===== src/rtl/cva6_sb_id_ring_pkg.sv =====
// Shared types, limits and the ack-prefix helper for the scoreboard ID ring.
package cva6_sb_id_ring_pkg;

  localparam int MAX_COMMIT_PORTS = 4;
  localparam int RCNT_W           = $clog2(MAX_COMMIT_PORTS + 1);
  localparam int DEF_NR_ENTRIES   = 8;
  localparam int DEF_ID_W         = $clog2(DEF_NR_ENTRIES);

  // Templates for the default configuration; the ring resizes its own copies.
  typedef logic [DEF_ID_W-1:0] sb_id_t;
  typedef logic [DEF_ID_W:0]   sb_ptr_t;

  // Length of the run of ones starting at bit 0.
  function automatic logic [RCNT_W-1:0] prefix_len(input logic [MAX_COMMIT_PORTS-1:0] v);
    logic [RCNT_W-1:0] n;
    logic              run;
    n   = '0;
    run = 1'b1;
    for (int i = 0; i < MAX_COMMIT_PORTS; i++) begin
      run = run & v[i];
      n   = n + RCNT_W'(run);
    end
    return n;
  endfunction

endpackage


===== src/rtl/cva6_sb_id_ring_if.sv =====
// Issue / writeback / commit bundle of the scoreboard ID ring.
interface cva6_sb_id_ring_if #(
  parameter int NR_ENTRIES      = 8,
  parameter int NR_COMMIT_PORTS = 2
);
  localparam int ID_W  = $clog2(NR_ENTRIES);
  localparam int CNT_W = $clog2(NR_ENTRIES + 1);

  logic                            flush_i;
  logic                            issue_req_i;
  logic                            issue_gnt_o;
  logic [ID_W-1:0]                 issue_id_o;
  logic                            wb_valid_i;
  logic [ID_W-1:0]                 wb_id_i;
  logic [NR_COMMIT_PORTS-1:0]      commit_valid_o;
  logic [NR_COMMIT_PORTS*ID_W-1:0] commit_id_o;
  logic [NR_COMMIT_PORTS-1:0]      commit_ack_i;
  logic [CNT_W-1:0]                usage_o;
  logic                            empty_o;
  logic                            full_o;
  logic [31:0]                     perf_stall_cnt_o;

  modport slave (
    input  flush_i, issue_req_i, wb_valid_i, wb_id_i, commit_ack_i,
    output issue_gnt_o, issue_id_o, commit_valid_o, commit_id_o,
           usage_o, empty_o, full_o, perf_stall_cnt_o
  );

  modport master (
    output flush_i, issue_req_i, wb_valid_i, wb_id_i, commit_ack_i,
    input  issue_gnt_o, issue_id_o, commit_valid_o, commit_id_o,
           usage_o, empty_o, full_o, perf_stall_cnt_o
  );
endinterface


===== src/rtl/cva6_sb_commit_sel.sv =====
// Combinational commit window: in-order valid&done run from head, and retire count from acks.
module cva6_sb_commit_sel
  import cva6_sb_id_ring_pkg::*;
#(
  parameter int  NR_ENTRIES      = 8,
  parameter int  NR_COMMIT_PORTS = 2,
  localparam int ID_W            = $clog2(NR_ENTRIES)
) (
  input  logic [NR_ENTRIES-1:0]           valid,
  input  logic [NR_ENTRIES-1:0]           done,
  input  logic [ID_W-1:0]                 head,
  input  logic [NR_COMMIT_PORTS-1:0]      ack,
  output logic [NR_COMMIT_PORTS-1:0]      commit_valid,
  output logic [NR_COMMIT_PORTS*ID_W-1:0] commit_id,
  output logic [RCNT_W-1:0]               retire_cnt
);

  logic [ID_W-1:0]             idx;
  logic                        run;
  logic [MAX_COMMIT_PORTS-1:0] take;

  // Port k is live only if every older port is live; idle ports show ID 0.
  always_comb begin
    idx          = '0;
    run          = 1'b1;
    commit_valid = '0;
    commit_id    = '0;
    take         = '0;
    for (int k = 0; k < NR_COMMIT_PORTS; k++) begin
      idx             = head + ID_W'(k);
      run             = run & valid[idx] & done[idx];
      commit_valid[k] = run;
      commit_id[k*ID_W +: ID_W] = run ? idx : '0;
    end
    take[NR_COMMIT_PORTS-1:0] = ack & commit_valid;
    retire_cnt = prefix_len(take);
  end

endmodule


===== src/rtl/cva6_sb_id_ring.sv =====
// In-order scoreboard transaction-ID ring (issue, writeback, multi-port commit).
// Optional stall counter enabled by defining CVA6_SB_ID_RING_PERF_EN.
module cva6_sb_id_ring
  import cva6_sb_id_ring_pkg::*;
#(
  parameter int NR_ENTRIES      = 8,
  parameter int NR_COMMIT_PORTS = 2
) (
  input  logic             clk_i,
  input  logic             rst_i,
  cva6_sb_id_ring_if.slave bus
);

  localparam int ID_W  = $clog2(NR_ENTRIES);
  localparam int CNT_W = $clog2(NR_ENTRIES + 1);
  localparam int PTR_W = ID_W + 1;

  logic [PTR_W-1:0]           head, tail, head_next, tail_next, usage_ptr;
  logic [NR_ENTRIES-1:0]      valid, done, valid_next, done_next;
  logic                       full, empty, issue_fire;
  logic [NR_COMMIT_PORTS-1:0] commit_valid;
  logic [RCNT_W-1:0]          retire_cnt;

  assign usage_ptr  = tail - head;
  assign full       = (tail[ID_W-1:0] == head[ID_W-1:0]) && (tail[ID_W] != head[ID_W]);
  assign empty      = (tail == head);
  assign issue_fire = bus.issue_req_i && !full;

  cva6_sb_commit_sel #(
    .NR_ENTRIES      (NR_ENTRIES),
    .NR_COMMIT_PORTS (NR_COMMIT_PORTS)
  ) u_commit_sel (
    .valid        (valid),
    .done         (done),
    .head         (head[ID_W-1:0]),
    .ack          (bus.commit_ack_i),
    .commit_valid (commit_valid),
    .commit_id    (bus.commit_id_o),
    .retire_cnt   (retire_cnt)
  );

  // Next ring state; the tail slot is never valid when issuing, so the three updates cannot collide.
  always_comb begin
    valid_next = valid;
    done_next  = done;
    done_next[bus.wb_id_i] = done[bus.wb_id_i] | (bus.wb_valid_i & valid[bus.wb_id_i]);
    for (int k = 0; k < NR_COMMIT_PORTS; k++) begin
      valid_next[head[ID_W-1:0] + ID_W'(k)] =
        valid_next[head[ID_W-1:0] + ID_W'(k)] & ~(RCNT_W'(k) < retire_cnt);
    end
    valid_next[tail[ID_W-1:0]] = valid_next[tail[ID_W-1:0]] | issue_fire;
    done_next[tail[ID_W-1:0]]  = done_next[tail[ID_W-1:0]] & ~issue_fire;
    head_next = head + PTR_W'(retire_cnt);
    tail_next = tail + PTR_W'(issue_fire);
  end

  // Ring state registers; flush behaves like reset for everything but the stall counter.
  always_ff @(posedge clk_i or posedge rst_i) begin
    if (rst_i) begin
      head  <= '0;
      tail  <= '0;
      valid <= '0;
      done  <= '0;
    end else if (bus.flush_i) begin
      head  <= '0;
      tail  <= '0;
      valid <= '0;
      done  <= '0;
    end else begin
      head  <= head_next;
      tail  <= tail_next;
      valid <= valid_next;
      done  <= done_next;
    end
  end

  assign bus.issue_gnt_o    = !full;
  assign bus.issue_id_o     = tail[ID_W-1:0];
  assign bus.commit_valid_o = commit_valid;
  assign bus.usage_o        = CNT_W'(usage_ptr);
  assign bus.empty_o        = empty;
  assign bus.full_o         = full;

`ifdef CVA6_SB_ID_RING_PERF_EN
  logic [31:0] perf_cnt;

  // Saturating count of issue requests refused because the ring is full.
  always_ff @(posedge clk_i or posedge rst_i) begin
    if (rst_i) begin
      perf_cnt <= 32'h0;
    end else if (!bus.flush_i && bus.issue_req_i && full && (perf_cnt != 32'hFFFF_FFFF)) begin
      perf_cnt <= perf_cnt + 32'd1;
    end else begin
      perf_cnt <= perf_cnt;
    end
  end

  assign bus.perf_stall_cnt_o = perf_cnt;
`else
  assign bus.perf_stall_cnt_o = 32'h0;
`endif

endmodule

===== src/flat_wrapper.sv =====
// flat-port wrapper written by rule: the top's interface ports become plain ports
module cva6_sb_id_ring_flat import cva6_sb_id_ring_pkg::*;
#(
  parameter int NR_ENTRIES      = 8,
  parameter int NR_COMMIT_PORTS = 2
)
  (clk_i, rst_i, bus_flush_i, bus_issue_req_i, bus_wb_valid_i, bus_wb_id_i, bus_commit_ack_i, bus_issue_gnt_o, bus_issue_id_o, bus_commit_valid_o, bus_commit_id_o, bus_usage_o, bus_empty_o, bus_full_o, bus_perf_stall_cnt_o);
  cva6_sb_id_ring_if #(.NR_ENTRIES(NR_ENTRIES), .NR_COMMIT_PORTS(NR_COMMIT_PORTS)) bus_i ();
  input  logic clk_i;
  input  logic rst_i;
  input wire logic [$bits(bus_i.flush_i)-1:0] bus_flush_i;
  input wire logic [$bits(bus_i.issue_req_i)-1:0] bus_issue_req_i;
  input wire logic [$bits(bus_i.wb_valid_i)-1:0] bus_wb_valid_i;
  input wire logic [$bits(bus_i.wb_id_i)-1:0] bus_wb_id_i;
  input wire logic [$bits(bus_i.commit_ack_i)-1:0] bus_commit_ack_i;
  output wire logic [$bits(bus_i.issue_gnt_o)-1:0] bus_issue_gnt_o;
  output wire logic [$bits(bus_i.issue_id_o)-1:0] bus_issue_id_o;
  output wire logic [$bits(bus_i.commit_valid_o)-1:0] bus_commit_valid_o;
  output wire logic [$bits(bus_i.commit_id_o)-1:0] bus_commit_id_o;
  output wire logic [$bits(bus_i.usage_o)-1:0] bus_usage_o;
  output wire logic [$bits(bus_i.empty_o)-1:0] bus_empty_o;
  output wire logic [$bits(bus_i.full_o)-1:0] bus_full_o;
  output wire logic [$bits(bus_i.perf_stall_cnt_o)-1:0] bus_perf_stall_cnt_o;
  assign bus_i.flush_i = bus_flush_i;
  assign bus_i.issue_req_i = bus_issue_req_i;
  assign bus_i.wb_valid_i = bus_wb_valid_i;
  assign bus_i.wb_id_i = bus_wb_id_i;
  assign bus_i.commit_ack_i = bus_commit_ack_i;
  assign bus_issue_gnt_o = bus_i.issue_gnt_o;
  assign bus_issue_id_o = bus_i.issue_id_o;
  assign bus_commit_valid_o = bus_i.commit_valid_o;
  assign bus_commit_id_o = bus_i.commit_id_o;
  assign bus_usage_o = bus_i.usage_o;
  assign bus_empty_o = bus_i.empty_o;
  assign bus_full_o = bus_i.full_o;
  assign bus_perf_stall_cnt_o = bus_i.perf_stall_cnt_o;
  cva6_sb_id_ring #(.NR_ENTRIES(NR_ENTRIES), .NR_COMMIT_PORTS(NR_COMMIT_PORTS)) u_core (.clk_i(clk_i), .rst_i(rst_i), .bus(bus_i));
endmodule

===== config.mk =====
export PLATFORM = sky130hd
export DESIGN_NAME = cva6_sb_id_ring_flat
export DESIGN_NICKNAME = d
export VERILOG_FILES = /design/src/rtl/cva6_sb_id_ring_pkg.sv /design/src/rtl/cva6_sb_id_ring_if.sv /design/src/rtl/cva6_sb_commit_sel.sv /design/src/rtl/cva6_sb_id_ring.sv /design/src/flat_wrapper.sv
export SDC_FILE = /design/constraint.sdc
export NUM_CORES = 1
export LEC_CHECK = 0
export BUFFER_PORTS_ARGS = -buffer_cell sky130_fd_sc_hd__buf_4
export CAP_MARGIN = 0
export CORE_MARGIN = 1
export CORE_UTILIZATION = 55
export DETAILED_ROUTE_END_ITERATION = 6
export GPL_TIMING_DRIVEN = 0
export PLACE_DENSITY = 0.91
export SLEW_MARGIN = 40
export SYNTH_ARGS = -nofsm -noshare
export SYNTH_HDL_FRONTEND = slang
export SYNTH_HIERARCHICAL = 1
export SYNTH_SLANG_ARGS = --single-unit
export TNS_END_PERCENT = 100

===== constraint.sdc =====
create_clock -name clk_i -period 3.8 [get_ports clk_i]
set_input_delay 0.95 -clock clk_i [delete_from_list [all_inputs] [get_ports clk_i]]
set_output_delay 0.95 -clock clk_i [all_outputs]
set_load 0.05 [all_outputs]

* Word level (Yosys, flattened, before mapping)
Index checks and enable logic that the tools add are counted.
Storage, ports and cells: bits in registers 24, RAM bits 0, memories 0, input bits 10, latch bits 0, bits in read-only memories 0, output and inout port bits 50
Cells by class: shift operators 0, $add $sub $neg 5, order comparisons 10, equal/unequal tests 3, multiply operators 0, reductions and logical operators 7, bitwise operators 14, muxes and demuxes 37, div/mod/pow operators 0
Operators by type and width (number):
- bitwise mux 8 bit | 5
- binary-select mux 1 bit (select 3 bit) | 9
- less-than comparator 3 x 4 -> 1 bit, second input constant | 4
- two-way mux 8 bit | 2
- two-way mux 1 bit | 13
- demux 1 bit (select 3 bit) | 4
- greater-or-equal comparator 3 x 1 -> 1 bit, second input constant | 4
- AND 1 bit | 8
- two-way mux 4 bit | 2
- logical AND 1 bit | 6
- two-way mux 3 bit | 2
- adder 4 x 1 -> 4 bit | 1
- adder 4 x 2 -> 4 bit | 1
- == test 4 bit | 1
- less-than comparator 1 x 2 -> 1 bit, first input constant | 2
- subtractor 4 bit | 1
- adder 3 x 1 -> 3 bit, second input constant | 1
- == test 3 bit | 1
- NOT 1 bit | 3
- adder 1 x 1 -> 2 bit | 1
- AND 2 bit | 1
- bitwise OR 1 bit | 2
- zero test 1 bit | 1
- != test 1 bit | 1

* Longest topological paths before layout
Gate-level depths: netlist (run 1).
depth in word-level cells 21, gate-level depth with buffers 11, depth with buffers taken out 11

* Cells and area by module
Netlist (run 1), hierarchy kept.
By module, submodules not included:
- cva6_sb_id_ring | times used 1, cells an instance 263, area an instance 2250.9 µm²
- cva6_sb_commit_sel | times used 1, cells an instance 32, area an instance 285.3 µm²

* Least setup slack after synthesis (run 1)
Ideal clock, no wire load.
path type register to output, start register u_core.head[1], end output bus_commit_id_o[3], data arrival time 2.564 ns, cell stages (with the launch flop) 6, buffers on the path 0, path slack 0.286 ns, path through dfrtp_1 -> ha_1 -> xnor2_1 -> mux4_1 -> mux2_4 -> nor3_1
On the way: word-level cells in the longest chain between the ends 6, elaborated cells on any way between the ends 13
RTL lines:
- start: declaration | line cva6_sb_id_ring.sv:18 | logic [PTR_W-1:0] head, tail, head_next, tail_next, usage_ptr;
- start signal: assignment | line cva6_sb_id_ring.sv:70 | head <= head_next;
- adder 3 x 1 -> 3 bit or binary-select mux 1 bit (select 3 bit) (tied branches) | line cva6_sb_commit_sel.sv:30, cva6_sb_commit_sel.sv:31
- binary-select mux 1 bit (select 3 bit) or two-way mux 1 bit (tied branches) | line cva6_sb_commit_sel.sv:31 | run = run & valid[idx] & done[idx];
- two-way mux 1 bit (implied by the code) or AND 1 bit (tied branches) | line cva6_sb_commit_sel.sv:31
- AND 1 bit | line cva6_sb_commit_sel.sv:31
- AND 1 bit * | line cva6_sb_commit_sel.sv:31
- two-way mux 3 bit * | line cva6_sb_commit_sel.sv:33 | commit_id[k*ID_W +: ID_W] = run ? idx : '0;
- end: declaration | line flat_wrapper.sv:19 | output wire logic [$bits(bus_i.commit_id_o)-1:0] bus_commit_id_o;
Mark *: on every way between the ends. The rest lies on a longest branch, timed or not. The select of a mux whose other input is x is not followed.

* Worst setup path in the final report (run 1)
start register u_core.head[1], end register u_core.valid[5]
On the way: word-level cells in the longest chain between the ends 21, elaborated cells on any way between the ends 44
RTL lines:
- adder 3 x 1 -> 3 bit or binary-select mux 1 bit (select 3 bit) (tied branches) | line cva6_sb_commit_sel.sv:30, cva6_sb_commit_sel.sv:31
- binary-select mux 1 bit (select 3 bit) or two-way mux 1 bit (tied branches) | line cva6_sb_commit_sel.sv:31
- two-way mux 1 bit (implied by the code) or AND 1 bit (tied branches) | line cva6_sb_commit_sel.sv:31
- AND 1 bit (2 in a row) | line cva6_sb_commit_sel.sv:31
- AND 2 bit * | line cva6_sb_commit_sel.sv:35 | take[NR_COMMIT_PORTS-1:0] = ack & commit_valid;
- AND 1 bit | line cva6_sb_id_ring_pkg.sv:20 | run = run & v[i];
- adder 1 x 1 -> 2 bit * | line cva6_sb_id_ring_pkg.sv:21 | n = n + RCNT_W'(run);
- named net u_core.retire_cnt[1] | line cva6_sb_id_ring.sv:22 | logic [RCNT_W-1:0] retire_cnt;
- [5 not listed]
- two-way mux 1 bit (implied by the code) | line cva6_sb_id_ring.sv:49 | valid_next[head[ID_W-1:0] + ID_W'(k)] & ~(RCNT_W'(k) < retire_cnt);
- AND 1 bit | line cva6_sb_id_ring.sv:49
- bitwise mux 8 bit * | line cva6_sb_id_ring.sv:48 | valid_next[head[ID_W-1:0] + ID_W'(k)] =
- binary-select mux 1 bit (select 3 bit) | line cva6_sb_id_ring.sv:51 | valid_next[tail[ID_W-1:0]] = valid_next[tail[ID_W-1:0]] | issue_fire;
- two-way mux 1 bit (implied by the code) | line cva6_sb_id_ring.sv:51
- bitwise OR 1 bit | line cva6_sb_id_ring.sv:51
- bitwise mux 8 bit * | line cva6_sb_id_ring.sv:51
- two-way mux 8 bit * | line cva6_sb_id_ring.sv:64 | end else if (bus.flush_i) begin
- end signal: assignment | line cva6_sb_id_ring.sv:72 | valid <= valid_next;
- end: declaration | line cva6_sb_id_ring.sv:19 | logic [NR_ENTRIES-1:0] valid, done, valid_next, done_next;
The timed path passes the listed nets; every way through them passes the cells marked *. The select of a mux whose other input is x is not followed.

==> results by group, run 1 <==
Synthesis
  – Async SR Flop Fraction: 100%
  – Yosys top cell area share: 23.7%
  – Most common cell in the netlist: buf_4
  – Avg Inst Size Synth: 8.60 µm²
  – Synth area leader: dfrtp_1
  – Mapped Cells: 295
  – Top cells by area, synth: dfrtp_1 (24%), buf_4 (11%), ha_1 (4.9%)
  – Yosys reg bits: 24
  – Top_reg_cell synth: dfrtp_1
  – Yosys cell types: 62
  – Sequential-to-total area share from yosys stat: 23.7%
  – Mapped cell area: 0.00254 mm²
  – Post-synth EDFFs: 0
  – Syn. warnings: 6
  – Most frequent cells after synthesis: buf_4 (38), dfrtp_1 (24), nand2_1 (20)

Clock network
  – Clk buf depth: 2
  – Clock latency on the worst-skew pair: 0.27 ns
  – CTS clk-pin slew, worst paths: 0.09 ns
  – Clock sink total: 24
  – CTS tree: yes
  – Htree depth: 1
  – Total CTS buffers: 3
  – Clock root cell: clkbuf_8
  – Cts hold-fix bufs: 0

STA
  – Setup violators final: 0
  – Clock period minus worst slack: 3.61 ns
  – Worst-Margin Slew: 0.612 ns
  – FMAX: 277 MHz
  – Slew HR: 58.9%
  – Final TNS setup: 0 ns
  – Ratio of final minimum period to clock period: 95.1%
  – Final Hold Vio Count: 0
  – RSZ-0062 raised after global routing: false
  – Clock skew: 0.00173 ns
  – Final Max Slew Viols: 0
  – Final Worst Setup Slack: 0.185 ns
  – Min Hold Slack: 0.624 ns

Global routing
  – Initial antenna violation count: 0
  – Vias in the first global route: 2222
  – Largest net degree at the start of global routing: 25
  – First-pass GRT wire length: 10500 µm
  – GRT Util Overall: 26.7%
  – Remaining Overflow, GRT: 0

Power
  – Power per Cell Area: 278 mW/mm²
  – Sequential fraction of design power: 35.0%
  – VDD IR max: 0.000223 V
  – Clock share of power: 21.5%
  – Pleak: 1.42 nW
  – Sw Ratio: 42.1%
  – Logic pwr share: 43.5%
  – Internal power: 0.482 mW
  – Psw: 0.350 mW

Drt
  – WL final: 6340 µm
  – Initial DRC count: 227
  – Via count: 2331
  – Vias/cell: 5.71
  – 1st-pass router iterations: 5
  – Avg WL per Cell: 15.5 µm
  – Remaining DRCs: 0
  – Antenna Nets Post-Route: 0

Cells and area
  – Post-route design area: 0.00299 mm²
  – Total inserted antenna cells: 0
  – Nets: 379
  – Final core occ: 68.2%
  – Fraction of layout cells with a size suffix above 1: 26.7%
  – Syn-to-layout area delta: 17.9%

Die
  – Core Footprint: 0.00438 mm²
  – Top Ports: 60
  – Die footprint: 0.00489 mm²
  – Initial core utilization: 57.8%
  – Chip Height: 69.9 µm
  – # rows: 24
  – Die X: 69.9 µm

Critical path
  – CP required: 3.94 ns
  – Critical path arrival: 3.75 ns
  – Critical Path Source Type: flop
  – Crit Path Max Fanout: 10
  – Worst R2R Setup Slack: 0.19 ns
  – Crit. End Element: flop
  – Worst setup path category: reg -> reg

Placed design
  – RD Place Congestion: 0.929
  – DP Area: 0.00291 mm²
  – Hpwl dp: 4910 µm
  – Buffers on Ports: 25
  – Placement Setup Slack: -0.386 ns

Job
  – Max_cap viols: 0

Run status
  – Status: completed

Min path
  – Worst hold path type: reg -> reg
cells in the final DEF, fill, tap and decap left out, drive strengths merged, types with 7 or more instances in the layout:
cell type  Yosys  final
nor3          17     17
nor2          17     17
clkbuf         6     10
nand2         21     21
ha            10     10
nand3          7      7
dfrtp         24     24
conb           2     33
a21oi          7      7
buf           45     71
inv           16     16
xor2           8      8
o21ai         14     14
per-layer routing:
metal / up-vias / routed length, µm / track usage (%)
li1: 1114 / - / -
met5: - / 0 / 0
met1: 1082 / 2520 / 34.1
met2: 125 / 3250 / 46.7
met4: 0 / 95 / 9.56
met3: 10 / 473 / 2.74
final timing paths:
kind	start	to	depth (start not counted)
worst max-delay path	u_core/head[1]	u_core/valid[5]	11
worst min-delay path	u_core/tail[3]	u_core/tail[3]	2
worst max register to register	u_core/head[1]	u_core/valid[5]	11
worst min register to register	u_core/tail[3]	u_core/tail[3]	2
max in group asynchronous	rst_i	u_core/valid[1]	2
min in group asynchronous	rst_i	u_core/head[3]	2
timing repair:
item / 4_1_cts / 5_1_grt
setup buffers: 0 / 1
pin swaps: 0 / 1
gates resized for setup: 2 / 3
endpoints found under the setup margin: 8 / 8
stage by stage:
stage | std cells | total power, mW
6_report | 408 | 0.832
3_5_place_dp | 403 | 0.649
2_1_floorplan | 326 | 0.578
4_1_cts | 407 | 0.826
5_1_grt | 408 | 0.872
3_3_place_gp | 403 | 0.643
flip-flops by register name (all words and copies together), names as in the netlist:
signal / cells
u_core/done: 8
u_core/head: 4
u_core/tail: 4
u_core/valid: 8
kinds of logic (layout without fill, tap and decap cells):
family / count (synthesis) / after routing / share of synthesized area, %
XOR/XNOR: 14 / 14 / 4.83
adder cells (fa/ha/maj): 12 / 12 / 6.51
buffers and inverters: 67 / 97 / 16.1
other: 2 / 33 / 0.296
AO/OA/AOI/OAI: 63 / 63 / 18.8
multiplexers: 14 / 14 / 8.98
flip-flops: 24 / 24 / 23.7
AND/OR/NAND/NOR: 99 / 99 / 20.8
power groups by stage:
| stage | Clock (mW) | Sequential [mW] | Combinational, mW |
|---|---|---|---|
| 2_1_floorplan | 0 | 0.287 | 0.290 |
| 3_3_place_gp | 0 | 0.295 | 0.347 |
| 3_5_place_dp | 0 | 0.296 | 0.353 |
| 4_1_cts | 0.180 | 0.291 | 0.355 |
| 5_1_grt | 0.191 | 0.294 | 0.387 |
| 6_report | 0.179 | 0.292 | 0.362 |
worst max-delay path, cell delays in order, from the launching register on:
cell and delay [ns]:
dfrtp_1 0.52, ha_1 0.26, xnor2_1 0.27, mux4_1 0.35, mux2_4 0.33, nor3_4 0.32, nor2_1 0.11, o311ai_1 0.52
o21bai_1 0.17, a221oi_2 0.37, buf_4 0.19, o32ai_1 0.07
final cells by class:
cell class,count,area [µm²]
Inverter,16,60.1
Timing Repair Buffer,26,195
Multi-Input combinational cell,235,1670
Fill cell,357,1390
Sequential cell,24,601
Clock buffer,4,55.1
Buffer,51,348
Tap cell,52,65.1
Note: power is estimated with default switching activity, not from simulation.
==> run 2: changes to the inputs <==
--- a/config.mk
+++ b/config.mk
@@ -9,9 +9,11 @@
 export CAP_MARGIN = 0
 export CORE_MARGIN = 1
 export CORE_UTILIZATION = 55
+export CTS_BUF_LIST = sky130_fd_sc_hd__clkbuf_4 sky130_fd_sc_hd__clkbuf_8 sky130_fd_sc_hd__clkbuf_16
 export DETAILED_ROUTE_END_ITERATION = 6
 export GPL_TIMING_DRIVEN = 0
 export PLACE_DENSITY = 0.91
+export REMOVE_ABC_BUFFERS = 1
 export SLEW_MARGIN = 40
 export SYNTH_ARGS = -nofsm -noshare
 export SYNTH_HDL_FRONTEND = slang
==> results by group, run 2 (synthesized netlist as in run 1, its figures left out) <==
Critical path
  – Largest stage delay, worst path: 0.57 ns
  – Worst setup path category: reg -> reg
  – Crit Path Max Fanout: 22
  – Critical path arrival: 3.64 ns
  – CP required: 3.98 ns
  – Critical Path Source Type: flop
  – Worst path bufs/invs: 0
  – Crit. Startpoint: u_core/head[0]
  – RR Startpoint: u_core/head[0]
  – Critical path, cell by cell: ha_1 -> xnor2_1 -> mux4_1 -> mux2_4 -> nor3_4 -> nor2_1 -> o311ai_2 -> o21bai_1 -> a221oi_4 -> o21ai_0 -> and2_1
  – Crit-path slowest cell: dfrtp_2
  – Crit. End Element: flop
  – Critical path's top delay family: compound AO/OA/AOI/OAI gates

STA
  – Worst-Margin Slew: 0.688 ns
  – Final Max Slew Viols: 0
  – Ratio of final minimum period to clock period: 91.2%
  – Clock skew: 0.00639 ns
  – Setup violators final: 0
  – RSZ-0062 raised after global routing: false
  – Final Hold Vio Count: 0
  – FMAX: 288 MHz
  – Slew HR: 53.8%
  – Clock period minus worst slack: 3.47 ns
  – Min Hold Slack: 0.618 ns

Drt
  – Initial DRC count: 195
  – Avg WL per Cell: 16.3 µm
  – Remaining DRCs: 0
  – 1st-pass router iterations: 5
  – Via count: 2251
  – Vias/cell: 6.29
  – WL final: 5840 µm
  – Antenna Nets Post-Route: 0

Global routing
  – Remaining Overflow, GRT: 0
  – Largest net degree at the start of global routing: 25
  – First-pass GRT wire length: 9740 µm
  – Met3 Use GR: 3.90%
  – GRT Util Overall: 24.9%
  – Met1 Track Usage GR: 34.3%
  – Vias in the first global route: 2031
  – Busiest grt layer: met2
  – Initial antenna violation count: 0
  – Met2 usage: 39.3%

Job
  – Max_cap viols: 0

Die
  – Core Footprint: 0.00438 mm²
  – Initial core utilization: 57.8%
  – Top Ports: 60
  – Die footprint: 0.00489 mm²
  – Die X: 69.9 µm
  – # rows: 24
  – Chip Height: 69.9 µm

Placed design
  – Buffers on Ports: 27
  – Hpwl dp: 4200 µm
  – RD Place Congestion: 0.903
  – Placed Cells: 354
  – DP Area: 0.00257 mm²

Clock network
  – CTS clk-pin slew, worst paths: 0.09 ns
  – Cts hold-fix bufs: 0
  – Clock latency on the worst-skew pair: 0.28 ns
  – CTS tree: yes
  – Total CTS buffers: 3
  – Clock sink total: 24
  – Clock root cell: clkbuf_8
  – Htree depth: 1
  – Clk buf depth: 2

Power
  – Power per Cell Area: 299 mW/mm²
  – Pleak: 1.17 nW
  – VDD IR max: 0.000201 V

Cells and area
  – Post-route design area: 0.00267 mm²
  – Nets: 329
  – Fillcell total: 391
  – Fraction of layout cells with a size suffix above 1: 18.0%
  – Syn-to-layout area delta: 5.33%
  – Commonest cells after routing, fill and taps aside: conb_1 (33), buf_4 (27), dfrtp_1 (22)
  – Commonest non-fill, non-tap cell in the layout: conb_1
  – Largest registers: u_core/done: 8 flops, u_core/valid: 8 flops
  – Total inserted antenna cells: 0
  – Fin cells: 358

Min path
  – Start point of the worst hold path: u_core/head[3]
  – Worst hold path type: reg -> reg

Run status
  – Status: completed
## run 2: changes by cell type in the layout (fill, tap and decap cells not counted), moves of 2 or more
cell	change
buf_4	-37
clkbuf_1	-6
buf_2	-5
dfrtp_1	-2
dfrtp_2	+2
## run 2: metrics by stage
stage	util, %	setup TNS [ns]	power (mW)	setup WS, ns
floorplan	-	0	0.536	0.121
global placement	58.7	-2.47	0.605	-0.543
detailed placement	58.7	-2.84	0.611	-0.580
CTS	60.2	0	0.793	0.0240
global route	60.9	0	0.841	0.0386
finish	60.9	0	0.800	0.334
## run 2: final cells by class
cell class / count / area, µm² / share of cell area (%)
multi-input combinational: 235 / 1690 / 63.1
sequential: 24 / 603 / 22.6
timing repair buffer: 27 / 203 / 7.59
tap: 52 / 65.1 / 2.44
inverter: 16 / 60.1 / 2.25
clock buffer: 4 / 55.1 / 2.06
## run 2: worst register-to-register path, stage by stage (launching register included)
cell and delay (ns):
dfrtp_2 0.57, ha_1 0.29, xnor2_1 0.25, mux4_1 0.33
mux2_4 0.32, nor3_4 0.30, nor2_1 0.13, o311ai_2 0.38
o21bai_1 0.17, a221oi_4 0.33, o21ai_0 0.14, and2_1 0.17
## run 2: repair_timing
item	CTS	global route
resized for setup	4	5
setup endpoints to repair	8	8
pin swaps	0	0
setup buffers	0	0
## run 2: path summary, 6_finish.rpt
kind | endpoint | slack [ns] | depth (start not counted)
setup / recovery | u_core/valid[2] | 0.33 | 11
hold / removal | u_core/head[3] | 0.62 | 2
setup reg to reg | u_core/valid[2] | 0.33 | 11
hold reg to reg | u_core/head[3] | 0.62 | 2
max in group asynchronous | u_core/head[0] | 2.68 | 2
min in group asynchronous | u_core/done[0] | 0.72 | 2
## run 2: per-layer routing
layer,wire [µm],part of all wire [%]
met1,2400,41
met2,2880,49
met3,427,7.3
met4,124,2.1
met5,0,0
## run 2: report_power, final
group	switching [mW]	leakage [nW]	internal (mW)	total, mW
logic	0.227	0.821	0.0898	0.317
registers	0.0312	0.324	0.270	0.301
clock network	0.0891	0.0288	0.0929	0.182
